### src/rtl/switch_input_fifo.sv
// Switch snapshot FIFO: captures synchronized board switches on each debounced key pulse for in-order CPU reads.
// Optional SWIN_IRQ_EN adds a registered level interrupt that mirrors !empty.
module switch_input_fifo #(
  parameter int DATA_W     = 16,
  parameter int DEPTH_LOG2 = 2
) (
  input  logic                  clk,
  input  logic                  rstn,
  input  logic                  key_pulse,
  input  logic [DATA_W-1:0]     sw_in,
  input  logic                  rd_en,
  input  logic                  ovf_clr,
  output logic [DATA_W-1:0]     rd_data,
  output logic                  empty,
  output logic                  full,
  output logic [DEPTH_LOG2:0]   count,
  output logic                  overflow
`ifdef SWIN_IRQ_EN
  ,
  output logic                  irq
`endif
);

  localparam int                    DEPTH     = 1 << DEPTH_LOG2;
  localparam logic [DEPTH_LOG2:0]   DEPTH_CNT = (DEPTH_LOG2+1)'(DEPTH);
  localparam logic [DEPTH_LOG2:0]   CNT_ONE   = (DEPTH_LOG2+1)'(1);
  localparam logic [DEPTH_LOG2-1:0] PTR_ONE   = DEPTH_LOG2'(1);

  logic [DATA_W-1:0]     swMeta_q;
  logic [DATA_W-1:0]     swSync_q;
  logic [DATA_W-1:0]     mem_q [DEPTH];
  logic [DEPTH_LOG2-1:0] wrPtr_q, wrPtr_d;
  logic [DEPTH_LOG2-1:0] rdPtr_q, rdPtr_d;
  logic [DEPTH_LOG2:0]   count_q, count_d;
  logic                  overflow_q, overflow_d;
  logic                  doPush, doPop, dropPush;

  assign empty    = (count_q == '0);
  assign full     = (count_q == DEPTH_CNT);
  assign count    = count_q;
  assign overflow = overflow_q;
  assign rd_data  = empty ? '0 : mem_q[rdPtr_q];

  // A pop in the same cycle frees the slot, so a push into a full FIFO is only dropped without one.
  assign doPop    = rd_en && !empty;
  assign doPush   = key_pulse && (!full || doPop);
  assign dropPush = key_pulse && full && !doPop;

  always_comb begin
    wrPtr_d    = wrPtr_q;
    rdPtr_d    = rdPtr_q;
    count_d    = count_q;
    overflow_d = overflow_q;
    if (doPush) wrPtr_d = wrPtr_q + PTR_ONE;
    if (doPop)  rdPtr_d = rdPtr_q + PTR_ONE;
    if (doPush && !doPop)      count_d = count_q + CNT_ONE;
    else if (!doPush && doPop) count_d = count_q - CNT_ONE;
    if (dropPush)     overflow_d = 1'b1;
    else if (ovf_clr) overflow_d = 1'b0;
  end

  always_ff @(posedge clk or negedge rstn) begin
    if (!rstn) begin
      swMeta_q   <= '0;
      swSync_q   <= '0;
      wrPtr_q    <= '0;
      rdPtr_q    <= '0;
      count_q    <= '0;
      overflow_q <= 1'b0;
    end else begin
      swMeta_q   <= sw_in;
      swSync_q   <= swMeta_q;
      wrPtr_q    <= wrPtr_d;
      rdPtr_q    <= rdPtr_d;
      count_q    <= count_d;
      overflow_q <= overflow_d;
    end
  end

  // Storage is left unreset; rd_data is masked while empty so stale words never leak out.
  always_ff @(posedge clk) begin
    if (doPush) mem_q[wrPtr_q] <= swSync_q;
  end

`ifdef SWIN_IRQ_EN
  logic irq_q;

  always_ff @(posedge clk or negedge rstn) begin
    if (!rstn) irq_q <= 1'b0;
    else       irq_q <= (count_d != '0);
  end

  assign irq = irq_q;
`endif

endmodule

### config.mk
export PLATFORM = sky130hd
export DESIGN_NAME = switch_input_fifo
export DESIGN_NICKNAME = d
export VERILOG_FILES = /design/src/rtl/switch_input_fifo.sv
export SDC_FILE = /design/constraint.sdc
export NUM_CORES = 1
export LEC_CHECK = 0
export ABC_AREA = 1
export CAP_MARGIN = 20
export CORE_UTILIZATION = 34
export DETAILED_ROUTE_END_ITERATION = 12
export SYNTH_ARGS = -nofsm -noshare
export SYNTH_HDL_FRONTEND = slang
export SYNTH_SLANG_ARGS = --single-unit
export TNS_END_PERCENT = 5
### constraint.sdc
create_clock -name clk -period 1.95 [get_ports clk]
set_clock_uncertainty 0.05 [all_clocks]
set_input_delay 0.39 -clock clk [delete_from_list [all_inputs] [get_ports clk]]
set_output_delay 0.39 -clock clk [all_outputs]
set_load 0.01 [all_outputs]
==> results.py <==
metrics = {
    "layout": {
        "fin_util": 0.436,
        "drive_above_1_share": 0.251,
        "areaGrowthSynthToFinish_pct": 24.9,
        "diodes": 0,
        "design.final.nets": 441,
    },
    "timing": {
        "hold_viol_final": 0,
        "tightest_slew_ns": 0.482,
        "setup_viol": 0,
        "min_period_over_period": 0.998,
        "grt_setup_unrepaired": "true",
        "timing.fmax_mhz": 514,
        "finalMaxSlewViolations": 0,
        "hold_ws_ns": 0.300,
        "final.setup.tns_ns": 0,
        "period_needed_ns": 1.95,
        "relSlewSlack": 0.679,
        "worst_slack_ns": 0.00313,
    },
    "setup_path": {
        "critPathTopFamily": "buffers and inverters",
        "worstSetupPathType": "reg2out",
        "path_cells": "inv_4 > buf_12 > nand2_1 > nand3_1 > a21oi_2 > clkdlybuf4s15_2",
        "cp.depth": 6,
        "start_kind": "flip-flop",
        "reg2reg_depth": 10,
        "crit_fanout": 20,
        "cp-startpoint": "rdPtr_q[0]$_DFFE_PN0N_",
        "end_kind": "output port",
        "reg2reg_from": "count[1]$_DFFE_PN0P_",
        "cp.buffers_inverters": 3,
        "cp.arrival_ns": 1.51,
        "slowest_delay_ns": 0.43,
        "crit_required_ns": 1.51,
        "worst_path_max_delay_cell": "dfrtp_2",
    },
    "synthesis": {
        "ys_seq_area_frac": 0.694,
        "synth_edf_count": 64,
        "syn_inst": 347,
        "synth_area_leaders": "edfxtp_1 (46%), dfrtp_1 (24%), inv_1 (6.9%)",
        "yosys.cell_types.count": 25,
        "synth_commonest_cells": "inv_1 (77), nand2_1 (69), edfxtp_1 (64)",
        "yosysMostFrequentCell": "inv_1",
        "synth-async-reset-ratio": 0.385,
        "synth_top_area_share": 0.456,
        "synth_nets": 374,
        "synth_seq_cells": 104,
        "avgSynthCellArea_um2": 12.1,
        "synth_area_mm2": 0.00421,
        "yosysWarnings": 0,
        "synth_top_flop_cell": "edfxtp_1",
        "yosysTopAreaCell": "edfxtp_1",
    },
    "die": {
        "floorplan.io_pins": 43,
        "core_mm2": 0.0121,
        "start_util": 0.349,
        "die-area_mm2": 0.0128,
        "fp.dieW_um": 113,
        "rows": 40,
        "die_y_um": 113,
    },
    "drt": {
        "routed-wl-met2_mm": 3.82,
        "dr_wl_met3_um": 251,
        "viasPerCell": 4.11,
        "drc": 0,
        "wl_met1_mm": 3.34,
        "antenna_left": 0,
        "dr.max_layer_used": "met4",
        "drt-initial-drc-count": 159,
        "finalWirelength_mm": 7.53,
        "routedWlPerCell_um": 12.8,
        "drt-pass1-iter-count": 4,
        "dr_total_vias": 2415,
    },
    "clock_tree": {
        "post_cts_buffers": 0,
        "clock-root-buffer": "clkbuf_16",
        "cts_made_buffers": 9,
        "htreeDepth": 3,
        "cts.path.max_buffers": 2,
        "cts.sinks": 104,
        "clk_latency_ns": 0.34,
        "path_clk_slew_ns": 0.07,
        "cts_tree": "done",
    },
    "global_route": {
        "grt_max_degree": 23,
        "grt_pass1_vias": 2405,
        "grt_pass1_wl_mm": 12.4,
        "grt_use_total": 0.130,
        "antenna_found_initial": 0,
        "grt-ovfl-total": 0,
    },
    "placement": {
        "place_ws_ns": -0.229,
        "dpl.hpwl_mm": 4.79,
        "place_congestion": 0.698,
        "port-buffer-count": 42,
    },
    "min_path": {
        "hold_start": "swMeta_q[14]$_DFF_PN0_",
        "hold_depth": 0,
        "hp-class": "reg2reg",
    },
    "power_and_ir_drop": {
        "ir_drop_mv": 0.524,
        "total_power_mw": 7.50,
        "power.leakage_nw": 2.33,
        "power_density_mw_per_mm2": 1420,
    },
    "job": {
        "maxCapViolCount": 0,
    },
    "outcome": {
        "status": "finished, final reports clean",
    },
}
## metal layers
layer | track usage | up-vias
met5 | 0 | -
met2 | 0.219 | 41
met3 | 0.0236 | 8
met1 | 0.162 | 1138
met4 | 0.0649 | 0
li1 | - | 1228
## final cells by class
type / count / area, µm²
clock buffers: 10 / 229
clock inverters: 6 / 52.6
fillers: 1094 / 6800
inverters: 81 / 324
multi-input cells: 151 / 885
flip-flops and latches: 104 / 2930
well taps: 168 / 210
repair buffers: 66 / 632
repair inverters: 1 / 6.26
## registers in the layout (all words and copies together) (netlist names)
signal / cells
count: 3
overflow: 1
mem_q: 64
rdPtr_q: 2
swMeta_q: 16
wrPtr_q: 2
swSync_q: 16
## power by group
group | switching [mW] | leakage, nW | internal (mW)
Combinational | 1.68 | 1.14 | 1.26
Sequential | 0.169 | 1.06 | 2.71
Clock | 0.790 | 0.132 | 0.886
Total | 2.64 | 2.33 | 4.85
## worst paths after layout
| check | end | slack [ns] |
|---|---|---|
| min in group asynchronous | swSync_q[7]$_DFF_PN0_ | 0.49 |
| max in group asynchronous | swSync_q[12]$_DFF_PN0_ | 0.87 |
| max reg2reg | count[1]$_DFFE_PN0P_ | 0.12 |
| max | rd_data[5] | 0.003 |
| min reg2reg | swSync_q[14]$_DFF_PN0_ | 0.30 |
| min | swSync_q[14]$_DFF_PN0_ | 0.30 |
## what timing repair did
action	CTS	global route
endpoints found under the hold margin	18	0
hold buffers	1	0
gates resized for setup	50	18
pin swaps	0	3
gates cloned	1	0
setup endpoints to repair	18	18
## placed cells by master (no fill, tap or decap), types with 10 or more instances in the layout
cell / count
a21oi_2: 15
buf_2: 10
buf_4: 14
clkdlybuf4s50_1: 23
dfrtp_1: 38
edfxtp_1: 64
inv_1: 76
nand2_1: 69
nand2_2: 11
nand3_1: 22
nand3_2: 15
## cell families after synthesis
family	count (synthesis)	share of synthesized area
and+or+nand+nor	125	0.150
DFF	104	0.694
buffers and inverters	92	0.0986
AOI/OAI and AO/OA	18	0.0341
adders and majority gates	6	0.0196
xor gates and xnor gates	2	0.00416
## per-stage QoR
stage | std cells | area [µm²]
floorplan | 347 | 4210
global placement | 569 | 4990
detailed placement | 569 | 4990
CTS | 587 | 5310
global route | 587 | 5260
finish | 587 | 5260
Note: power is estimated with default switching activity, not from simulation.
